[src/rtl/dmem_dma.sv]
// rtl/dmem_dma.sv - block word-copy engine mastering the data-memory port, with running checksum
module dmem_dma #(
    parameter int LEN_W = 9
) (
    input  logic             clk,
    input  logic             rst,
    input  logic             start,
    input  logic [31:0]      src_addr,
    input  logic [31:0]      dst_addr,
    input  logic [LEN_W-1:0] length,
    output logic             busy,
    output logic             done,
    output logic [31:0]      checksum,
    output logic             MemRead,
    output logic             MemWrite,
    output logic [31:0]      Address,
    output logic [31:0]      Write_data,
    input  logic [31:0]      Read_data
);

    localparam logic [1:0] S_IDLE  = 2'd0;
    localparam logic [1:0] S_READ  = 2'd1;
    localparam logic [1:0] S_WRITE = 2'd2;
    localparam logic [1:0] S_DONE  = 2'd3;

    logic [1:0]       state_q, state_d;
    logic [31:0]      src_q, src_d;
    logic [31:0]      dst_q, dst_d;
    logic [LEN_W-1:0] cnt_q, cnt_d;
    logic [31:0]      buf_q, buf_d;
    logic [31:0]      sum_q, sum_d;
    logic             desc_q, desc_d;

    // Word-aligned request addresses; the low two bits are simply masked off.
    logic [31:0] src_al;
    logic [31:0] dst_al;
    // Byte offset of the last word of the block, used as the start point when copying downward.
    logic [31:0] last_off;
    // One-past-the-end word address of the source block, kept one bit wider so it never wraps.
    logic [30:0] src_end_w;
    logic        fwd_overlap;
    logic [31:0] step;

    // Request decode: alignment, overlap detection and the descending start offset.
    always_comb begin
        src_al      = src_addr & 32'hFFFF_FFFC;
        dst_al      = dst_addr & 32'hFFFF_FFFC;
        last_off    = (32'(length) - 32'd1) << 2;
        src_end_w   = {1'b0, src_al[31:2]} + 31'(length);
        fwd_overlap = (dst_al[31:2] > src_al[31:2]) && ({1'b0, dst_al[31:2]} < src_end_w);
        step        = desc_q ? 32'hFFFF_FFFC : 32'd4;
    end

    // Next-state logic for the copy sequencer and its datapath registers.
    always_comb begin
        state_d = state_q;
        src_d   = src_q;
        dst_d   = dst_q;
        cnt_d   = cnt_q;
        buf_d   = buf_q;
        sum_d   = sum_q;
        desc_d  = desc_q;
        case (state_q)
            S_IDLE: begin
                if (start) begin
                    // A destination inside the source block ahead of it would be clobbered
                    // before being read when going upward, so that case copies downward.
                    desc_d = fwd_overlap;
                    src_d  = fwd_overlap ? (src_al + last_off) : src_al;
                    dst_d  = fwd_overlap ? (dst_al + last_off) : dst_al;
                    cnt_d  = length;
                    sum_d  = 32'd0;
                    state_d = (length == '0) ? S_DONE : S_READ;
                end
            end
            S_READ: begin
                buf_d   = Read_data;
                sum_d   = sum_q + Read_data;
                state_d = S_WRITE;
            end
            S_WRITE: begin
                cnt_d   = cnt_q - LEN_W'(1);
                src_d   = src_q + step;
                dst_d   = dst_q + step;
                state_d = (cnt_q == LEN_W'(1)) ? S_DONE : S_READ;
            end
            default: begin
                state_d = S_IDLE;
            end
        endcase
    end

    // State and datapath registers; reset aborts any transfer in flight.
    always_ff @(posedge clk or posedge rst) begin
        if (rst) begin
            state_q <= S_IDLE;
            src_q   <= 32'd0;
            dst_q   <= 32'd0;
            cnt_q   <= '0;
            buf_q   <= 32'd0;
            sum_q   <= 32'd0;
            desc_q  <= 1'b0;
        end else begin
            state_q <= state_d;
            src_q   <= src_d;
            dst_q   <= dst_d;
            cnt_q   <= cnt_d;
            buf_q   <= buf_d;
            sum_q   <= sum_d;
            desc_q  <= desc_d;
        end
    end

    // Memory strobes and status come only from registered state, never from start.
    always_comb begin
        MemRead    = 1'b0;
        MemWrite   = 1'b0;
        Address    = 32'd0;
        Write_data = 32'd0;
        case (state_q)
            S_READ: begin
                MemRead = 1'b1;
                Address = src_q;
            end
            S_WRITE: begin
                MemWrite   = 1'b1;
                Address    = dst_q;
                Write_data = buf_q;
            end
            default: begin
                MemRead = 1'b0;
            end
        endcase
        busy     = (state_q == S_READ) || (state_q == S_WRITE);
        done     = (state_q == S_DONE);
        checksum = sum_q;
    end

endmodule

[config.mk]
export PLATFORM = sky130hd
export DESIGN_NAME = dmem_dma
export DESIGN_NICKNAME = d
export VERILOG_FILES = /design/src/rtl/dmem_dma.sv
export SDC_FILE = /design/constraint.sdc
export NUM_CORES = 1
export LEC_CHECK = 0
export BUFFER_PORTS_ARGS = -buffer_cell sky130_fd_sc_hd__buf_4
export CORE_MARGIN = 2
export CORE_UTILIZATION = 55
export CTS_CLUSTER_DIAMETER = 50
export CTS_CLUSTER_SIZE = 12
export DETAILED_ROUTE_END_ITERATION = 8
export GPL_TIMING_DRIVEN = 1
export HOLD_SLACK_MARGIN = 0.05
export PLACE_DENSITY = 0.8
export SKIP_LAST_GASP = 1
export SLEW_MARGIN = 20
export SYNTH_ARGS = -nofsm -noshare
export SYNTH_HDL_FRONTEND = slang
export SYNTH_SLANG_ARGS = --single-unit
[constraint.sdc]
create_clock -name clk -period 9.8 [get_ports clk]
set_input_delay 0.98 -clock clk [delete_from_list [all_inputs] [get_ports clk]]
set_output_delay 0.98 -clock clk [all_outputs]
set_load 0.05 [all_outputs]
# [Word-level counts from Yosys, hierarchy flattened]
# Cells that the tools add are included.
# Widths: inputs -> output; s select.
[word_totals] input_bits=108 output_inout_bits=100 elab_cells=50 register_bits=140
[classes] eq_ne=5 magnitude_cmp=2 n_reduce_logical=9 addsub=8 muxes=19
[op_table] op="$pmux 32 s2" n=4
[op_table] op="$mux 32" n=7
[op_table] op="$add 32x32->32" n=5
[op_table] op="$add 30x9->31" n=1
[op_table] op="$lt 30x31->1" n=1
[op_table] op="$gt 30x30->1" n=1
[op_table] op="$pmux 9 s2" n=1
[op_table] op="$sub 9x1->10 const B" n=1
[op_table] op="$eq 9x1->1 const B" n=1
[op_table] op="$logic_not 9->1" n=1
[op_table] op="$mux 9" n=1
[op_table] op="$sub 9x1->9 const B" n=1
[op_table] op="$mux 2" n=3
[op_table] op="$pmux 2 s3" n=1
[op_table] op="$reduce_and 2->1" n=3
[op_table] op="$eq 2x2->1 const B" n=2
[op_table] op="$reduce_bool 2->1" n=2
[op_table] op="$eq 2x1->1 const B" n=1
[op_table] op="$logic_not 2->1" n=1
[op_table] op="$mux 1" n=2
[op_table] op="$ne 2x2->1 const B" n=1
[op_table] op="$logic_and 1x1->1" n=1
[op_table] op="$logic_or 1x1->1" n=1

# [Depth between registers and ports, before layout]
# Gate-level depths: netlist (run 1).
[depth] depth_word=6 depth_mapped=22 depth_no_buf=20

# [Worst setup path before layout (run 1)]
# Ideal clock, no wire load.
[synth_path] path_kind="input -> register" start="input src_addr[3]" end="register dst_q[8]" n_path_buf=1 t_arrival_ns=5.202 required_ns=9.680 setup_ns=0.120 cell_stages=20 slack_ns=4.478 cell_sequence="ha_1 -> a21o_1 -> a21oi_1 -> o21ai_0 -> a21o_1 -> a21o_1 -> nand2_1 -> a2111oi_1 -> nand3_1 -> xnor2_1 -> ha_1 -> a21o_1 -> a211o_1 -> and4b_1 -> or4b_1 -> nand4_1 -> buf_2 -> mux2_2 -> o21ai_0 -> nand2_1"
[synth_between] elab_chain_cells=6 elab_cells_between_ends=7 cone_classes="add/sub: 1; order compare: 2; mux: 3; reduce/logical: 1"
[synth_lines] item="from (decl)" line_no="8" rtl="input logic [31:0] src_addr,"
[synth_lines] item="$add 30x9->31" line_no="49" rtl="src_end_w = {1'b0, src_al[31:2]} + 31'(length);"
[synth_lines] item="$lt 30x31->1" line_no="50" rtl="fwd_overlap = (dst_al[31:2] > src_al[31:2]) && ({1'b0, dst_al[31:2]} < src_end_w);"
[synth_lines] item="$logic_and 1x1->1 *" line_no="50"
[synth_lines] item="$mux 32 *" line_no="70" rtl="dst_d = fwd_overlap ? (dst_al + last_off) : dst_al;"
[synth_lines] item="$mux 32 *" line_no="65" rtl="if (start) begin"
[synth_lines] item="$pmux 32 s2 *" line_no="63" rtl="case (state_q)"
[synth_lines] item="to (signal assigned)" line_no="106" rtl="dst_q <= dst_d;"
[synth_lines] item="to (decl)" line_no="28" rtl="logic [31:0] dst_q, dst_d;"
# Mark *: on every way between the ends. The rest lies on a longest branch, timed or not. The select of a mux whose other input is x is not followed.
# A chain may end at the register's enable or synchronous reset.

# [Worst setup path in the final report (run 1)]
[layout_path] start="input src_addr[3]" end="register src_q[14]"
[layout_between] elab_chain_cells=6 elab_cells_between_ends=8 cone_classes="add/sub: 2; order compare: 2; mux: 3; reduce/logical: 1"
[layout_lines] item="$add 30x9->31" line_no="49"
[layout_lines] item="$lt 30x31->1" line_no="50"
[layout_lines] item="$logic_and 1x1->1" line_no="50"
[layout_lines] item="$mux 32 *" line_no="69" rtl="src_d = fwd_overlap ? (src_al + last_off) : src_al;"
[layout_lines] item="$mux 32 *" line_no="65"
[layout_lines] item="$pmux 32 s2 *" line_no="63"
[layout_lines] item="to (signal assigned)" line_no="105" rtl="src_q <= src_d;"
[layout_lines] item="to (decl)" line_no="27" rtl="logic [31:0] src_q, src_d;"
# Marks and branches as above.

==> summary.md, run 1 <==
| Metric | Value |
|---|---|
| Vias per inst | between 6 and 7 |
| CP required | approximately 10 ns |
| Fin Setup TNS | 0 ns |
| Hold Crit Endpoint | buf_q[27] |
| Arrival time worst endpoint | 6.48 ns |
| Die ar. | 0.0320 mm^2 |
| R2r endpoint | src_q[31] |
| Fmax | between 150 and 200 MHz |
| Setup WS pre-CTS | between 3 and 4 ns |
| Top_reg_cell synth | dfrtp_1 |
| Clock slew seen by the registers of the worst setup and hold paths | 0.07 ns |
| Synth top cells by count | ha_1 (220), a21oi_1 (194), nand2_1 (183), o21ai_0 (159), dfrtp_1 (136) |
| R2R Setup Slk | approximately 5.6 ns |
| Slew Limit Headroom | 33.2% |
| Grt met2 use | roughly 52% |
| Cell with the most instances after synthesis | ha_1 |
| Internal power | roughly 2800 uW |
| # rows | between 60 and 70 |
| Post-CTS Setup Inserts | 0 |
| Worst-path maximum fanout | 87 |
| Part of the power in combinational logic | a little under three quarters |
| Post-route ant nets | 0 |
| GR peak layer | met2 |
| Final setup fails | 0 |
| Synth-to-Final Area Change | 13.9% |
| Status | finished, final reports clean |
| Routed WL per cell | roughly 19 um |
| Fin util | between 60% and 70% |
| Layout cells sized above 1 | between 10% and 20% |
| Routability Congestion | approximately 0.93 |
| Die X | 179 um |
| Clk pwr share | a little over a tenth |
| Setup Skew | approximately 0.011 ns |
| Worst hold path type | flip-flop to flip-flop |
| Yosys top cell by area | dfrtp_1 |
| First-pass GRT wire length | 78600 um |
| Fin worst setup slack | 3.68 ns |
| Clock sinks | 136 |
| FFs w/ async S/R, synth | 100% |
| EDFF count, synth | 0 |
| Cell variety after synth | 98 |
| Post-Route WL | 49200 um |
| Worst Hold Depth | 1 |
| Port Buffers | approximately 200 |
| Yosys warns | 0 |
| I/O pin count | 208 |
| Clock Tree Root | clkbuf_16 |
| Post-CTS Resized | 0 |
| Seq cells post-synth | between 100 and 150 |
| Placed cell count | ~2600 |
| Measured slew at the worst slew-check pin | approximately 1 ns |
| Tot Pwr | slightly below 6000 uW |
| Startpoint Class | input pin |
| Sequential power share | around 18% |
| Period utilisation layout | a little over three fifths |
| Iter 0 DRT Violations | 1456 |
| Die height | 179 um |
| Fill cells | between 2000 and 3000 |
| Pleak | around 0.009 uW |
| Clk_lat worst skew | 0.43 ns |
| Max VDD drop | approximately 0.17 mV |
| Sw Ratio | between 50% and 60% |
| Met3 GRT Util | between 3 and 4% |
| Ranking of synthesized cells by area | dfrtp_1 (20%), ha_1 (16%), a21oi_1 (5.8%) |
| Largest net degree at the start of global routing | 90 |
| Area share of the largest cell type after synthesis | between 20 and 25% |
| Syn avg cell area | approximately 8 um^2 |
| Minimum clock period | ~6.1 ns |
| Core area | approximately 0.030 mm^2 |
| Non-filler cells, final | between 2000 and 3000 |
| NumNets Final | 2578 |
| Hold-fix buffers, CTS | 0 |
| Clock Path Buffers | 2 |
| DRT Pass-1 Iters | 5 |
| CTS tree | done |
| Slew Viols, Final | 0 |
| Fin. Hold Viols | 0 |
| FF-to-FF path depth | 9 |
| RSZ-0062 raised after global routing | false |
| Hpwl dp | around 37000 um |
| Crit Path Class | input pin to flip-flop |
| Vias in the first global route | ~16000 |
| Residual DRC | 0 |
| Hold path startpoint | buf_q[27] |
| FF-to-FF Start | state_q[0] |
| CTS Buf Count | 17 |
| Grt ovf | 0 |
| Max_cap viols | 0 |
| Synth Instances | ~2100 |
| Area of the mapped netlist | roughly 0.017 mm^2 |
| Seq/Total Area, Yosys | 20.3% |
| Met1 Usage GRT | between 40% and 50% |
| Sw power | 3150 uW |
| Power per cell area | around 310 mW/mm^2 |
| Via count | around 17000 |
| Number of diodes | 0 |
| Starting Density | between 50% and 60% |
| Tot GR Track Use | between 30 and 40% |
| Initial antenna violation count | 0 |
| CTS H-tree lvls | 4 |
| Setup crit end kind | flip-flop |
[worst max-delay path: stages]
cell	delay, ns
buf_4	0.14
ha_1	0.27
a21o_1	0.11
a21oi_1	0.11
o21ai_0	0.29
a21o_1	0.16
a21o_1	0.14
nand2_1	0.11
a211oi_1	0.51
nand3_1	0.17
xnor2_1	0.16
ha_1	0.31
nand4_1	0.13
nor3_1	0.19
o21ai_0	0.16
and4b_1	0.22
or4b_1	0.51
nand4_1	0.11
buf_4	0.78
mux2i_1	0.56
mux2i_1	0.14
a21oi_1	0.18
[cells by family (layout without fill, tap and decap cells)]
logic type               count (synthesis)  count (layout)  synth area share, %
adder cells (fa/ha/maj)                226             226                 17.1
buffers and inverters                  160             325                 3.92
multiplexers                            78              78                 4.96
AND/OR/NAND/NOR                        619             619                 18.0
AO/OA/AOI/OAI                          728             728                 28.3
flip-flops                             136             136                 20.3
XOR/XNOR                               143             143                 7.45
other                                    1               2               0.0223
[state kept, by name, indices dropped and copies added, names as in the netlist]
| register | cells |
|---|---|
| checksum | 32 |
| src_q | 30 |
| dst_q | 30 |
| state_q | 2 |
| cnt_q | 9 |
| buf_q | 32 |
| desc_q | 1 |
[stage by stage]
stage	hold WS [ns]	area, um^2
3_5_place_dp	0.488	18600
5_1_grt	0.517	19100
2_1_floorplan	0.468	16800
4_1_cts	0.502	19100
3_3_place_gp	0.480	18600
6_report	0.499	19100
[routing by layer]
metal  wire length, um  part of all wire [%]
met1             21400                    43
met2             23300                    47
met3              3540                   7.2
met5                 0                     0
met4              1080                   2.2
[worst max-delay path by stage]
stage,from,to,cells past startpoint
after CTS,src_addr[3],src_q[31],22
after global routing,src_addr[3],src_q[31],22
after global placement,src_addr[3],src_q[31],22
after floorplan,src_addr[3],dst_q[8],20
final,src_addr[3],src_q[14],22
after detailed placement,src_addr[3],src_q[31],22
[power by group through the flow]
stage	sequential (uW)	combinational, uW	clock [uW]
after detailed placement	1070	4190	0
after CTS	1060	4230	632
after global routing	1100	4660	661
after global placement	1050	4060	0
final	1060	4280	624
after floorplan	1200	3060	0
[cell usage in the layout, fill, tap and decap left out, drive strengths merged, types with 8 or more instances in the layout]
cell,instances
a2111oi,8
a211oi,35
a21o,74
a21oi,195
a22o,14
a22oi,33
a31oi,28
and2,44
and3,25
buf,213
clkbuf,17
dfrtp,136
ha,220
inv,86
mux2,42
mux2i,36
nand2,184
nand2b,24
nand3,51
nand4,22
nor2,127
nor2b,42
nor3,51
nor4,8
o211ai,22
o21a,30
o21ai,168
o21bai,23
o22ai,9
o31a,9
or3,16
xnor2,86
xor2,57
[layout make-up]
| type | count | area, um^2 | share of cell area [%] |
|---|---|---|---|
| clock buffer | 17 | 425 | 2.22 |
| inverter | 80 | 305 | 1.60 |
| clock inverter | 15 | 138 | 0.719 |
| multi-input combinational | 1796 | 12800 | 66.7 |
| timing repair buffer | 213 | 1600 | 8.36 |
| tap | 396 | 495 | 2.59 |
| sequential | 136 | 3400 | 17.8 |
No activity file was read; power rests on OpenSTA's default activity.
==> run 2: changes to the inputs <==
Settings changed: ABC_AREA from default to 1, PLACE_DENSITY 0.8 to 0.82.
Clock period 9.8 ns to 5.25 ns, I/O delays scaled along.
==> run 2 against run 1 <==
Net effect:
- final area increased by 14%
- clock power increased by 120%
- cell count increased by 48%
- sequential power increased by 100%
- utilization increased by 0.14 points
- global-route usage increased by 8.5 points
- flip-flop and latch count unchanged
- combinational power increased by 88%
- non-clock buffer count increased by 2
- total power increased by 93%
- register-to-register slack got worse by 4.1 ns
- setup slack got worse by 2.7 ns
- highest routed layer is now met5
==> summary.md, run 2 <==
| Metric | Value |
|---|---|
| Status | finished, final reports clean |
| CTS Buf Count | 17 |
| Grt ovf | 0 |
| Slew Viols, Final | 0 |
| Fin. Hold Viols | 0 |
| Setup crit end kind | flip-flop |
| Area share of the largest cell type after synthesis | between 20% and 30% |
| Fill cells | 3403 |
| Fin util | between 60 and 70% |
| Clock sinks | between 100 and 150 |
| Crit Path Class | input pin to flip-flop |
| R2R Setup Slk | approximately 1.5 ns |
| Seq/Total Area, Yosys | between 15 and 20% |
| # rows | 68 |
| Die ar. | ~0.037 mm^2 |
| Clk_lat worst skew | around 0.45 ns |
| Clock slew seen by the registers of the worst setup and hold paths | roughly 0.07 ns |
| Setup Skew | ~0.016 ns |
| Iter 0 DRT Violations | ~2400 |
| CP endpoint | src_q[15] |
| Core area | between 0.03 and 0.04 mm^2 |
| Post-route ant nets | 0 |
| Die X | roughly 190 um |
| Ranking of synthesized cells by area | nand2_1 (24%), dfrtp_1 (18%), ha_1 (14%) |
| Top_reg_cell synth | dfrtp_1 |
| Max incr delay on CP | between 0.5 and 0.6 ns |
| Largest net degree at the start of global routing | 90 |
| Yosys warns | 0 |
| Design Area, Final | between 0.02 and 0.025 mm^2 |
| Hold-fix buffers, CTS | 0 |
| Critical Path Source | src_addr[2] |
| Slew Limit Headroom | between 20% and 30% |
| Residual DRC | 0 |
| Cell variety after synth | 51 |
| Max VDD drop | 0.401 mV |
| Power per cell area | about 530 mW/mm^2 |
| R2r endpoint | checksum[5] |
| Placed cell areas | around 0.021 mm^2 |
| Max_cap viols | 0 |
| Layout cells sized above 1 | under 10% |
| Routed WL per cell | around 18 um |
| FF-to-FF path depth | 7 |
| Fmax | ~230 MHz |
| Fin Hold WS | 0.224 ns |
| FFs w/ async S/R, synth | 100% |
| Period utilisation layout | between 80% and 90% |
| Commonest non-fill, non-tap cell in the layout | nand2_1 |
| Worst-path maximum fanout | 30 |
| Hpwl dp | approximately 58000 um |
| Via count | around 23000 |
| RSZ-0062 raised after global routing | false |
| EDFF count, synth | 0 |
| Measured slew at the worst slew-check pin | 1.09 ns |
| FF-to-FF Start | state_q[1] |
| Arrival time worst endpoint | 4.69 ns |
| Clock Path Buffers | 2 |
| First-pass GRT wire length | between 100000 and 150000 um |
| CP required | approximately 5.6 ns |
| Synth top cells by count | nand2_1 (1229), inv_1 (431), nor2_1 (269), a21oi_1 (260), nand3_1 (239) |
| Worst hold path type | input pin to asynchronous set/reset pin |
| Area of the mapped netlist | roughly 0.019 mm^2 |
| Clock Tree Root | clkbuf_16 |
| Most Frequent Cell on Critical Path | nand2_1 |
| Startpoint Class | input pin |
| Vias in the first global route | ~21000 |
| Cell with the most instances after synthesis | nand2_1 |
| Post-Route WL | roughly 73000 um |
| Post-CTS Resized | 0 |
| Starting Density | a little under three fifths |
| Yosys top cell by area | nand2_1 |
| Tot GR Track Use | approximately two fifths |
| Initial antenna violation count | 1 |
| NumNets Final | 3802 |
| Syn avg cell area | just under 6 um^2 |
| DRT Pass-1 Iters | 5 |
| Routability Congestion | 1.01 |
| Pleak | around 0.013 uW |
| Synth-to-Final Area Change | 13.2% |
| Critical Path Slowest Stage Cell | inv_2 |
| CTS H-tree lvls | 4 |
| Vias per inst | ~5.8 |
| Fin Setup TNS | 0 ns |
| I/O pin count | 208 |
| Minimum clock period | 4.30 ns |
| Post-CTS Setup Inserts | 0 |
| Port Buffers | around 200 |
| Die height | about 190 um |
| Seq cells post-synth | ~140 |
| Final setup fails | 0 |
| CTS tree | done |
| Synth Instances | ~3300 |
| Most frequent cells in the layout | nand2_1 (1229), inv_1 (428), nor2_1 (269) |
-- run 2: metrics by stage --
step	worst slack (ns)	cells	power, uW
finish	0.950	3938	11500
global route	0.523	3936	12400
CTS	1.06	3936	11300
detailed placement	0.622	3904	9930
global placement	0.674	3904	9760
floorplan	1.09	3307	7600
-- run 2: worst min-delay path by stage --
stage	end	slack (ns)	depth (start not counted)
after floorplan	buf_q[12]	0.44	2
after global placement	buf_q[15]	0.45	2
after detailed placement	buf_q[29]	0.46	2
after CTS	buf_q[19]	0.27	2
after global routing	buf_q[11]	0.29	3
final	buf_q[16]	0.22	2
-- run 2: final cells by class --
type                    instances  area (um^2)  area share [%]
clock buffers                  17          425            1.95
repair buffers                215         1630            7.47
flip-flops and latches        136         3400            15.6
multi-input cells            2662        13900            63.8
inverters                     436         1640            7.54
diodes                          2         5.00          0.0230
clock inverters                15          215           0.988
well taps                     455          569            2.61
-- run 2: where the power goes --
group,internal (uW),leakage [uW],switching [uW],total (uW)
clock network,806,0.000303,557,1360
registers,1550,0.00168,567,2120
logic,2430,0.0105,5610,8050
total,4790,0.0125,6740,11500
-- run 2: metal layers --
layer / GRT usage [%] / share of wire [%] / up-vias
li1: - / - / 11000
met2: 59.8 / 43 / 1109
met5: 0 / 0.018 / -
met3: 8.21 / 10 / 194
met4: 15.4 / 4.1 / 2
met1: 53.6 / 43 / 10500
-- run 2: kinds of logic (layout without fill, tap and decap cells) --
group,Yosys count,after routing,synth area share (%)
compound gates,486,486,13.7
xor+xnor,88,88,4.00
flops,136,136,17.7
other cells,1,4,0.0195
fa+ha+maj,226,226,14.9
simple gates,1860,1860,39.4
buf+inv,509,683,10.3
-- run 2: critical path: cells and delay by family --
kind,cells,cell delay (ns)
XOR/XNOR,1,0.22
buffers and inverters,3,0.71
AND/OR/NAND/NOR,23,2.51
adder cells (fa/ha/maj),3,0.69
